[config.mk]
export PLATFORM = sky130hd
export DESIGN_NAME = alu_result_writeback
export DESIGN_NICKNAME = d
export VERILOG_FILES = /design/src/rtl/alu_result_writeback.sv
export SDC_FILE = /design/constraint.sdc
export NUM_CORES = 1
export LEC_CHECK = 0
export CORE_MARGIN = 5
export CORE_UTILIZATION = 45
export DETAILED_ROUTE_END_ITERATION = 16
export PLACE_DENSITY = 0.7
export SYNTH_ARGS = -nofsm -noshare
export SYNTH_HDL_FRONTEND = slang
export SYNTH_SLANG_ARGS = --single-unit
[constraint.sdc]
create_clock -name clk -period 2.9 [get_ports clk]
set_input_delay 0.29 -clock clk [delete_from_list [all_inputs] [get_ports clk]]
set_output_delay 0.29 -clock clk [all_outputs]
set_load 0.005 [all_outputs]
[src/rtl/alu_result_writeback.sv]
// ---------------------------------------------------------------------------
// alu_result_writeback
//   Takes a 2*DW-bit ALU result and drives it onto a DW-bit datapath bus.
//   Single-word ops produce one low-word beat. mul/div produce a low beat and
//   then a high beat, and also load the architectural HI/LO registers.
//   mfhi/mflo requests (rd_req) replay HI or LO as a single beat.
//   An unsupported opcode is consumed with a one-cycle err_op pulse.
//
// Ports
//   clk, clear            rising-edge clock, synchronous active-high reset
//   res_valid/res_ready   result handshake (ready only in IDLE)
//   res_data, res_op      result word {high, low} and producing opcode
//   rd_req, rd_sel        move-from request, 0 = LO, 1 = HI
//   bus_valid/bus_ready   output beat handshake
//   bus_data, bus_hi      beat payload; bus_hi marks a high word or HI
//   hi_q, lo_q            HI/LO registers
//   err_op                one-cycle pulse after an unsupported opcode
// ---------------------------------------------------------------------------
module alu_result_writeback #(
    parameter int DW = 32
) (
    input  logic            clk,
    input  logic            clear,
    input  logic            res_valid,
    output logic            res_ready,
    input  logic [2*DW-1:0] res_data,
    input  logic [4:0]      res_op,
    input  logic            rd_req,
    input  logic            rd_sel,
    output logic            bus_valid,
    input  logic            bus_ready,
    output logic [DW-1:0]   bus_data,
    output logic            bus_hi,
    output logic [DW-1:0]   hi_q,
    output logic [DW-1:0]   lo_q,
    output logic            err_op
);

    typedef enum logic [1:0] {IDLE, SEND_LO, SEND_HI, SEND_MV} state_t;

    localparam logic [4:0] OP_FIRST = 5'b00011;  // add
    localparam logic [4:0] OP_LAST  = 5'b10010;  // not
    localparam logic [4:0] OP_MUL   = 5'b01111;
    localparam logic [4:0] OP_DIV   = 5'b10000;

    state_t          r_state;
    logic [DW-1:0]   r_zhi;
    logic [DW-1:0]   r_zlo;
    logic [DW-1:0]   r_hi;
    logic [DW-1:0]   r_lo;
    logic [DW-1:0]   r_mv_data;
    logic            r_mv_sel;
    logic            r_md;       // current result is mul/div (two beats)
    logic            r_pend;     // rd_req lost to a simultaneous result
    logic            r_pend_sel;
    logic            r_err;

    logic            w_sup;
    logic            w_md;
    logic            w_sel;

    assign w_sup = (res_op >= OP_FIRST) && (res_op <= OP_LAST);
    assign w_md  = (res_op == OP_MUL) || (res_op == OP_DIV);
    // A parked request keeps the select it was issued with.
    assign w_sel = r_pend ? r_pend_sel : rd_sel;

    always_ff @(posedge clk) begin
        if (clear) begin
            r_state    <= IDLE;
            r_zhi      <= '0;
            r_zlo      <= '0;
            r_hi       <= '0;
            r_lo       <= '0;
            r_mv_data  <= '0;
            r_mv_sel   <= 1'b0;
            r_md       <= 1'b0;
            r_pend     <= 1'b0;
            r_pend_sel <= 1'b0;
            r_err      <= 1'b0;
        end else begin
            r_err <= 1'b0;
            case (r_state)
                IDLE: begin
                    if (res_valid) begin
                        // Result wins; remember a colliding move-from.
                        if (rd_req && !r_pend) begin
                            r_pend     <= 1'b1;
                            r_pend_sel <= rd_sel;
                        end
                        if (w_sup) begin
                            r_zhi   <= res_data[2*DW-1:DW];
                            r_zlo   <= res_data[DW-1:0];
                            r_md    <= w_md;
                            r_state <= SEND_LO;
                            if (w_md) begin
                                r_hi <= res_data[2*DW-1:DW];
                                r_lo <= res_data[DW-1:0];
                            end
                        end else begin
                            r_err <= 1'b1;
                        end
                    end else if (rd_req || r_pend) begin
                        r_pend    <= 1'b0;
                        r_mv_sel  <= w_sel;
                        r_mv_data <= w_sel ? r_hi : r_lo;
                        r_state   <= SEND_MV;
                    end
                end
                SEND_LO: begin
                    if (bus_ready) r_state <= r_md ? SEND_HI : IDLE;
                end
                SEND_HI, SEND_MV: begin
                    if (bus_ready) r_state <= IDLE;
                end
                default: r_state <= IDLE;
            endcase
        end
    end

    assign res_ready = (r_state == IDLE);
    assign bus_valid = (r_state != IDLE);
    assign bus_hi    = (r_state == SEND_HI) || ((r_state == SEND_MV) && r_mv_sel);
    assign hi_q      = r_hi;
    assign lo_q      = r_lo;
    assign err_op    = r_err;

    always_comb begin
        bus_data = '0;
        case (r_state)
            SEND_LO: bus_data = r_zlo;
            SEND_HI: bus_data = r_zhi;
            SEND_MV: bus_data = r_mv_data;
            default: bus_data = '0;
        endcase
    end

endmodule
After elaboration in Yosys (flattened, before gate mapping)
Index checks and enable logic that the tools add are counted.
{ "word_totals": {"elab_cells": 57, "out_inout_bits": 100, "reg_bits": 167} }
{ "op_classes": {"muxes": 14, "n_lt_le_gt_ge": 2, "n_eq_ne": 10, "reduce_logical": 18, "n_bitwise": 2} }
{ "ops": {"columns": ["operator", "n"], "rows": [
  ["$pmux W32 S3", 1],
  ["$mux W32", 1],
  ["$mux W2", 6],
  ["$reduce_and A3 Y1", 4],
  ["$reduce_and A4 Y1", 2],
  ["$ne A3 B2 Y1 const B", 2],
  ["$pmux W2 S3", 1],
  ["$eq A5 B4 Y1 const B", 1],
  ["$eq A5 B5 Y1 const B", 1],
  ["$ge A5 B2 Y1 const B", 1],
  ["$le A5 B5 Y1 const B", 1],
  ["$mux W1", 5],
  ["$eq A2 B2 Y1 const B", 2],
  ["$ne A2 B2 Y1 const B", 2],
  ["$reduce_bool A2 Y1", 2],
  ["$logic_and A1 B1 Y1", 3],
  ["$logic_or A1 B1 Y1", 3],
  ["$reduce_or A3 Y1", 1],
  ["$eq A2 B1 Y1 const B", 1],
  ["$logic_not A2 Y1", 1],
  ["$ne A2 B1 Y1 const B", 1],
  ["$not A1 Y1", 2],
  ["$reduce_or A2 Y1", 1],
  ["$logic_not A1 Y1", 1]
]} }

Logic depth before layout (Yosys ltp)
Gate-level depths: netlist of the first run.
{ "depth": {"ltp_word": 5, "ltp_mapped": 7} }

Worst setup path after synthesis of the first run
OpenSTA, ideal clock, no wires.
{ "synth_path": {"path_type": "input-to-reg", "from": "input port res_op[1]", "to": "register r_state[1]", "cell_stages": 4, "slack_ps": 1167, "setup_time_ps": 121, "t_arrival_ps": 1613, "path_cell_list": "a211oi_2 > mux2_2 > a211oi_1 > mux2_2"} }
{ "synth_between": {"elab_chain_len": 4} }
{ "synth_rtl": {"columns": ["element", "line", "rtl"], "rows": [
  ["from (decl)", "27", "input logic [4:0] res_op,"],
  ["$ge A5 B2 Y1 / $le A5 B5 Y1 (equally long branches)", "62", "assign w_sup = (res_op >= OP_FIRST) && (res_op <= OP_LAST);"],
  ["$logic_and A1 B1 Y1 (*)", "62", null],
  ["$ne A3 B2 Y1 (no line) (*)", null, null],
  ["$reduce_and A4 Y1 (no line) (*)", null, null],
  ["to (signal assigned)", "110", "if (bus_ready) r_state <= r_md ? SEND_HI : IDLE;"],
  ["to (decl)", "46", "state_t r_state;"]
]} }
Every way passes the cells marked *; elsewhere a longest branch is shown, timed or not.
A chain may end at the register's enable or synchronous reset.

Worst setup path after layout of the first run
{ "layout_path": {"from": "register r_state[1]", "to": "output port bus_data[13]"} }
{ "layout_between": {"elab_chain_len": 2} }
{ "layout_rtl": {"columns": ["element", "line", "rtl"], "rows": [
  ["$eq A2 B2 Y1 / $eq A2 B1 Y1 (equally long branches)", "129", "case (r_state)"],
  ["$pmux W32 S3 (*)", "129", null],
  ["to (decl)", "32", "output logic [DW-1:0] bus_data,"]
]} }
Marks and branches as above.

==> key figures, run 1 <==
Floorplan
  – Die ar.: 18,480 sq um
  – Core area: 15,710 sq um
  – Row count: 46
  – # IOs: 175
  – Starting Density: 0.4542
  – Die width: 135.9 um
  – DIE HEIGHT: 135.9 um

Synthesis
  – Syn Inst Count: 848
  – Syn Area/Cell: 8.416 sq um
  – Sequential fraction of the synthesis area: 0.4684
  – Mapped Area: 7137 sq um
  – Top_reg_cell synth: dfxtp_1
  – Ys async rst share: 0
  – Yosys warns: 0
  – Post-synth EDFFs: 0
  – Count of cell types in the netlist: 30
  – #FFs+latches synth: 167
  – Syn_nets: 923

STA
  – Hold_ws: 245.6 ps
  – Fin crit share: 0.9418
  – Setup TNS: 0 ps
  – Final hold vios: 0
  – Final Max Tran Viols: 0
  – Min Tclk post-route: 2731 ps
  – PnR worst setup slack: 168.9 ps
  – Slew margin rel.: 0.4176
  – Final Skew: 8.186 ps
  – Fmax: 0.3662 GHz
  – Setup violators final: 0
  – Worst Tran Pin Value: 873.6 ps
  – RSZ-0062 raised after global routing: no

Clocking
  – Clock latency on the worst-skew pair: 420 ps
  – Clk slew on worst S/H paths: 60 ps
  – H-Tree Depth: 4
  – # clock sinks: 167
  – Hold-fix buffers, CTS: 0
  – TritonCTS buffer count: 17
  – CTS tree: done
  – Buffer count from post-CTS setup fixing: 0
  – Root buf cell: clkbuf_16
  – Max Buffers Root-to-Sink: 2
  – Post-CTS Resized: 0

Finish
  – Area growth, synth to finish: 35.75%
  – Commonest non-fill, non-tap cells in the layout: nand2_1, clkdlybuf4s50_1, dfxtp_1, mux2i_1, a21oi_1
  – Fin nets: 1,072
  – Layout cells sized above 1: 0.06733
  – Fillers: 1,436
  – Commonest non-fill, non-tap cell in the layout: nand2_1
  – Final Util: 0.6166
  – ANT cells: 0

Setup path
  – CP required: 2610 ps
  – Critical path data arrival time: 2440 ps
  – Slowest Stage Delay on Critical Path: 560 ps
  – Critical Path, Cell by Cell: buf_4, buf_4, mux2i_1, o21ai_0, clkdlybuf4s50_1
  – Cell mode on critical path: buf_4
  – Slowest cell on crit path: clkdlybuf4s50_1
  – CP endpoint kind: output pin
  – Reg2reg path depth: 8
  – Worst-path fanout max: 28
  – CP startpoint kind: flop
  – Worst Setup Path Type: flop to output pin

Power and ir drop
  – Switching pwr: 0.001582 W
  – Design Power: 0.005853 W
  – Switching Fraction: 0.2703
  – VDD IR max: 406.4 uV
  – Seq pwr share: 0.432
  – Pwr Density: 604.1 nW/um^2
  – Clock power frac: 0.398
  – Power Internal: 0.004271 W
  – Leakage: 3.878 nW
  – Combinational Power Share: 0.170

Place
  – Dpl ws: 506.7 ps
  – DP HPWL: 12,660 um
  – PortBufs: 174
  – GPL Wtd Cong: 0.7765

GRT
  – Initial antenna violation count: 0
  – Vias in the first global route: 5,871
  – First-pass GRT wire length: 29,990 um
  – Total Routing Usage GR: 0.2051
  – Grt total ovfl: 0
  – Largest net degree at the start of global routing: 83

Drt
  – Drt first pass iters: 5
  – DRC violations left: 0
  – DR iter-0 viols: 441
  – DR vias/cell: 5.020
  – Antenna Nets Post-Route: 0
  – Final wirelength: 18,970 um
  – Wire length per cell: 15.47 um
  – Vias: 6,154

Flow run
  – MaxCap Viol Count: 0

Run status
  – Status: finished clean

Min path
  – Hold Path Stages: 2
  – Hold crit path type: input port to flop
==> final timing paths <==
check                              endpoint  slack (ps)                     from
hold / removal       r_zlo[14]$_SDFFE_PP0P_         250                    clear
setup / recovery               bus_data[13]         170  r_state[1]$_SDFFE_PP0P_
hold reg to reg      r_zlo[26]$_SDFFE_PP0P_         450   r_zlo[26]$_SDFFE_PP0P_
setup reg to reg  r_mv_data[4]$_SDFFE_PP0P_         680  r_state[1]$_SDFFE_PP0P_
==> state kept, by name, indices dropped and copies added (netlist names), 2 cells and up <==
| signal | cells |
|---|---|
| hi_q | 32 |
| lo_q | 32 |
| r_mv_data | 32 |
| r_state | 2 |
| r_zhi | 32 |
| r_zlo | 32 |
==> through the flow <==
stage,cells,cell area [sq um]
2_1_floorplan,848,7137
3_3_place_gp,1194,9074
3_5_place_dp,1194,9074
4_1_cts,1226,9688
5_1_grt,1226,9688
6_report,1226,9688
==> power groups by stage <==
| stage | combinational [W] | sequential, W | clock [W] |
|---|---|---|---|
| 6_report | 0.000996 | 0.00253 | 0.00233 |
| 5_1_grt | 0.00110 | 0.00254 | 0.00249 |
| 4_1_cts | 0.00101 | 0.00253 | 0.00238 |
| 3_5_place_dp | 0.00100 | 0.00258 | 0 |
| 3_3_place_gp | 0.00100 | 0.00257 | 0 |
| 2_1_floorplan | 0.000584 | 0.00256 | 0 |
==> area by class of cell <==
cell class	instances	area, sq um	area share
clock buffer	18	439.2	0.04533
clock inverter	14	175.2	0.01808
inverter	3	13.76	0.001421
multi-input combinational	611	3496	0.3608
sequential	167	3344	0.3452
tap	216	270.3	0.02790
timing repair buffer	197	1949	0.2012
==> critical path, delay by kind of cell, from the launching register on <==
family | cells | cell delay (ps)
buffers and inverters | 3 | 1280
multiplexers | 1 | 140
flip-flops | 1 | 320
AO/OA/AOI/OAI | 1 | 260
==> cell usage after synthesis, types with 2 or more instances <==
cell        n  share of area
o21ai_0    32          0.022
buf_4       2         0.0021
nor2b_1     2         0.0018
dfxtp_1   167           0.47
nand2_1   290           0.15
inv_1       2         0.0011
buf_6       6         0.0095
mux2_2      2         0.0032
a21oi_1    67          0.047
nor2_1     37          0.019
buf_2      20          0.014
a211oi_1   34          0.036
nor3_1      3         0.0021
mux2i_1   131           0.18
clkbuf_1   38          0.020
==> cell families (layout without fill, tap and decap cells) <==
kind of cell / Yosys count / count (layout) / share of synthesized area
buffers and inverters: 70 / 232 / 0.04768
multiplexers: 134 / 134 / 0.1888
AND/OR/NAND/NOR: 340 / 340 / 0.1846
AO/OA/AOI/OAI: 136 / 136 / 0.1092
flip-flops: 167 / 167 / 0.4684
XOR/XNOR: 1 / 1 / 0.001227
==> per-layer routing <==
metal	GRT usage	part of all wire
met5	0	0
met4	0.06215	0.011
met3	0.06995	0.075
met2	0.3285	0.46
met1	0.2626	0.46
Power figures use the tool's default switching activity.
==> inputs of run 2 (changes only) <==
--- a/config.mk
+++ b/config.mk
@@ -5,6 +5,7 @@
 export SDC_FILE = /design/constraint.sdc
 export NUM_CORES = 1
 export LEC_CHECK = 0
+export ABC_CLOCK_PERIOD_IN_PS = 2900
 export CORE_MARGIN = 5
 export CORE_UTILIZATION = 45
 export DETAILED_ROUTE_END_ITERATION = 16
==> results of run 2 <==
Final layout, timing and power as in run 1 (identical DEF).
==> inputs of run 3 (changes only) <==
--- a/config.mk
+++ b/config.mk
@@ -6,10 +6,12 @@
 export NUM_CORES = 1
 export LEC_CHECK = 0
 export ABC_CLOCK_PERIOD_IN_PS = 2900
+export CELL_PAD_IN_SITES_DETAIL_PLACEMENT = 1
+export CELL_PAD_IN_SITES_GLOBAL_PLACEMENT = 1
 export CORE_MARGIN = 5
-export CORE_UTILIZATION = 45
+export CORE_UTILIZATION = 39
 export DETAILED_ROUTE_END_ITERATION = 16
-export PLACE_DENSITY = 0.7
+export PLACE_DENSITY = 0.81
 export SYNTH_ARGS = -nofsm -noshare
 export SYNTH_HDL_FRONTEND = slang
 export SYNTH_SLANG_ARGS = --single-unit
==> constraint.sdc (replaced) <==
create_clock -name clk -period 2.9 [get_ports clk]
set_input_delay 0.29 -clock clk [delete_from_list [all_inputs] [get_ports clk]]
set_output_delay 0.29 -clock clk [all_outputs]
set_load 0.1 [all_outputs]
==> run 3 against run 2 <==
First-iteration DRC count fell by 41%. Global-route usage rose by 0.17 points. Sequential share of layout area fell by 0.59 points. Largest cell class unchanged. Die area rose by 14%. Total power rose by 8.4%. Largest power group unchanged. Sequential cell count did not move. Non-clock buffer count fell by 2. Clock skew rose by 1.4 ps. Setup slack improved by 330 ps. Critical path depth fell by 1.
==> key figures, run 3 (synthesis gave the netlist of run 1 again) <==
STA
  – Final hold vios: 0 (unchanged)
  – RSZ-0062 raised after global routing: no
  – Final Max Tran Viols: 0 (unchanged)
  – Fin crit share: 0.8281 (-0.1137)
  – Setup TNS: 0 ps (unchanged)
  – Slew margin rel.: 0.5564 (+0.1388)
  – PnR worst setup slack: 498.5 ps (+329.6 ps)
  – Worst Tran Pin Value: 665.4 ps (-208.3 ps)
  – Setup violators final: 0 (unchanged)
  – Fmax: 0.4164 GHz (+14%)
  – Min Tclk post-route: 2401 ps (-329.6 ps)
  – Final Skew: 9.618 ps (+1.432 ps)

GRT
  – First-pass GRT wire length: 35,710 um (+19%)
  – Initial antenna violation count: 0 (unchanged)
  – Grt met2 use: 0.3559 (+0.02732)
  – Grt total ovfl: 0 (unchanged)
  – GR Util met1: 0.2578 (-0.004778)
  – Vias in the first global route: 6,697 (+14%)
  – Met3 usage: 0.04677 (-0.02318)
  – Total Routing Usage GR: 0.2068 (+0.001653)
  – GRT Max-Usage Layer: met2
  – Largest net degree at the start of global routing: 66 (-20%)

Setup path
  – Worst Setup Path Type: flop to output pin
  – Cell mode on critical path: buf_12
  – CP required: 2610 ps (about the same)
  – CP delay by family, top: buffers and inverters
  – Reg2Reg Launch Point: r_state[1]$_SDFFE_PP0P_
  – Slowest cell on crit path: dfxtp_1
  – Worst-path fanout max: 23 (-18%)
  – WP buf/inv: 3 (unchanged)
  – Critical path data arrival time: 2110 ps (-330 ps)
  – Crit Reg-Reg Endpoint: lo_q[2]$_SDFFE_PP0P_
  – Slowest Stage Delay on Critical Path: 500 ps (-60 ps)
  – Reg2Reg Setup Slack: 800 ps (+120 ps)
  – CP endpoint kind: output pin
  – CP startpoint: r_state[0]$_SDFFE_PP0P_
  – Reg2reg path depth: 5 (-3)
  – Critical Path, Cell by Cell: inv_1, buf_12, o21ai_1, buf_12
  – CP startpoint kind: flop

Clocking
  – Hold-fix buffers, CTS: 0 (unchanged)
  – Root buf cell: clkbuf_16
  – Clk slew on worst S/H paths: 70 ps (about the same)
  – CTS tree: done
  – Buffer count from post-CTS setup fixing: 0 (unchanged)
  – Post-CTS Resized: 0 (unchanged)
  – Max Buffers Root-to-Sink: 2 (unchanged)
  – # clock sinks: 167 (unchanged)
  – TritonCTS buffer count: 17 (unchanged)
  – H-Tree Depth: 4 (unchanged)
  – Clock latency on the worst-skew pair: 420 ps (about the same)

Drt
  – Drt first pass iters: 4 (-1)
  – Antenna Nets Post-Route: 0 (unchanged)
  – Wire length per cell: 17.81 um (+15%)
  – DRC violations left: 0 (unchanged)
  – DR iter-0 viols: 261 (-41%)
  – DR vias/cell: 5.167 (+2.9%)
  – Vias: 6,397 (+3.9%)
  – Final wirelength: 22,050 um (+16%)

Finish
  – Footprint of the multi-input gates: 3496 sq um (unchanged)
  – Area growth, synth to finish: 38.11%
  – Commonest non-fill, non-tap cell in the layout: nand2_1
  – Fillers: 2,071 (+44%)
  – Fin nets: 1,070 (-0.19%)
  – Commonest non-fill, non-tap cells in the layout: nand2_1, dfxtp_1, mux2i_1, buf_4, clkdlybuf4s50_1
  – Register Area: 3344 sq um (unchanged)
  – Layout cells sized above 1: 0.1637 (+0.09636)

Power and ir drop
  – Pwr Density: 643.6 nW/um^2 (+6.5%)
  – VDD IR max: 451.8 uV (+11%)
  – Leakage: 4.161 nW (+7.3%)

Floorplan
  – Starting Density: 0.3973 (-0.05691)
  – Core area: 17,960 sq um (+14%)
  – Die ar.: 21,100 sq um (+14%)
  – # IOs: 175 (unchanged)
  – Die width: 145.3 um (+6.9%)
  – DIE HEIGHT: 145.3 um (+6.9%)
  – Row count: 49 (+6.5%)

Place
  – Dpl ws: 283.6 ps (-223.1 ps)
  – DP HPWL: 15,050 um (+19%)
  – PortBufs: 174 (unchanged)
  – GPL Wtd Cong: 0.7258 (-6.5%)

Min path
  – Hold crit path type: input port to flop
  – Hold Path Stages: 2 (unchanged)
  – Min-Delay Startpoint: clear
  – WHS Endpoint: r_zhi[13]$_SDFFE_PP0P_

Run status
  – Status: finished clean

Flow run
  – MaxCap Viol Count: 0 (unchanged)
run 3: cell types whose count changed in the layout (fill, tap and decap cells not counted):
| cell | before | now |
|---|---|---|
| clkdlybuf4s50_1 | 173 | 73 |
| buf_4 | 21 | 86 |
| buf_12 | 3 | 36 |
| o21ai_0 | 32 | 0 |
| o21ai_1 | 0 | 32 |
| clkbuf_8 | 1 | 3 |
| clkinv_4 | 4 | 2 |
| clkbuf_1 | 0 | 1 |
| clkinv_2 | 2 | 3 |
| clkinvlp_4 | 3 | 2 |
| diode_2 | 0 | 1 |
| inv_6 | 2 | 1 |
run 3: final cells by class:
| class | count | share of cell area |
|---|---|---|
| multi-input cells | 611 | 0.3547 |
| flip-flops and latches | 167 | 0.3393 |
| inverters | 3 | 0.001396 |
| clock inverters | 11 | 0.01485 |
| repair buffers | 195 | 0.2127 |
| well taps | 229 | 0.02907 |
| diodes | 1 | 0.0002539 |
| clock buffers | 21 | 0.04773 |
run 3: worst max path at each step:
stage / cells past startpoint / end
floorplan: 7 / r_mv_data[14]$_SDFFE_PP0P_
global placement: 6 / hi_q[7]$_SDFFE_PP0P_
detailed placement: 6 / hi_q[9]$_SDFFE_PP0P_
CTS: 4 / bus_data[21]
global route: 5 / bus_data[21]
finish: 4 / bus_data[21]
run 3: where the power goes:
part / internal (W) / switching, W / leakage [nW]
sequential: 0.00244 / 0.0000984 / 1.36
clock: 0.00143 / 0.000943 / 0.299
combinational: 0.000495 / 0.000937 / 2.50
total: 0.00437 / 0.00198 / 4.16
run 3: metrics by stage:
stage / hold WS [ps] / instance area [sq um] / cells / utilization / total power (W)
after floorplan: 403.5 / 7137 / 848 / - / 0.003490
after global placement: 441.3 / 9238 / 1205 / 0.5142 / 0.003998
after detailed placement: 446.4 / 9238 / 1205 / 0.5142 / 0.004028
after CTS: 392.7 / 9854 / 1237 / 0.5486 / 0.006402
after global routing: 406.3 / 9854 / 1237 / 0.5486 / 0.006597
final: 401.3 / 9857 / 1238 / 0.5487 / 0.006344
run 3: worst register-to-register path, delay by kind of cell (launching register included):
family / cells / cell delay, ps
buffers and inverters: 1 / 330
flip-flops: 1 / 420
multiplexers: 2 / 570
AND/OR/NAND/NOR: 2 / 640
run 3: per-layer routing:
layer,up-vias,share of wire
met2,137,0.50
met3,27,0.043
met1,3098,0.44
met4,0,0.016
met5,-,0
li1,3135,-
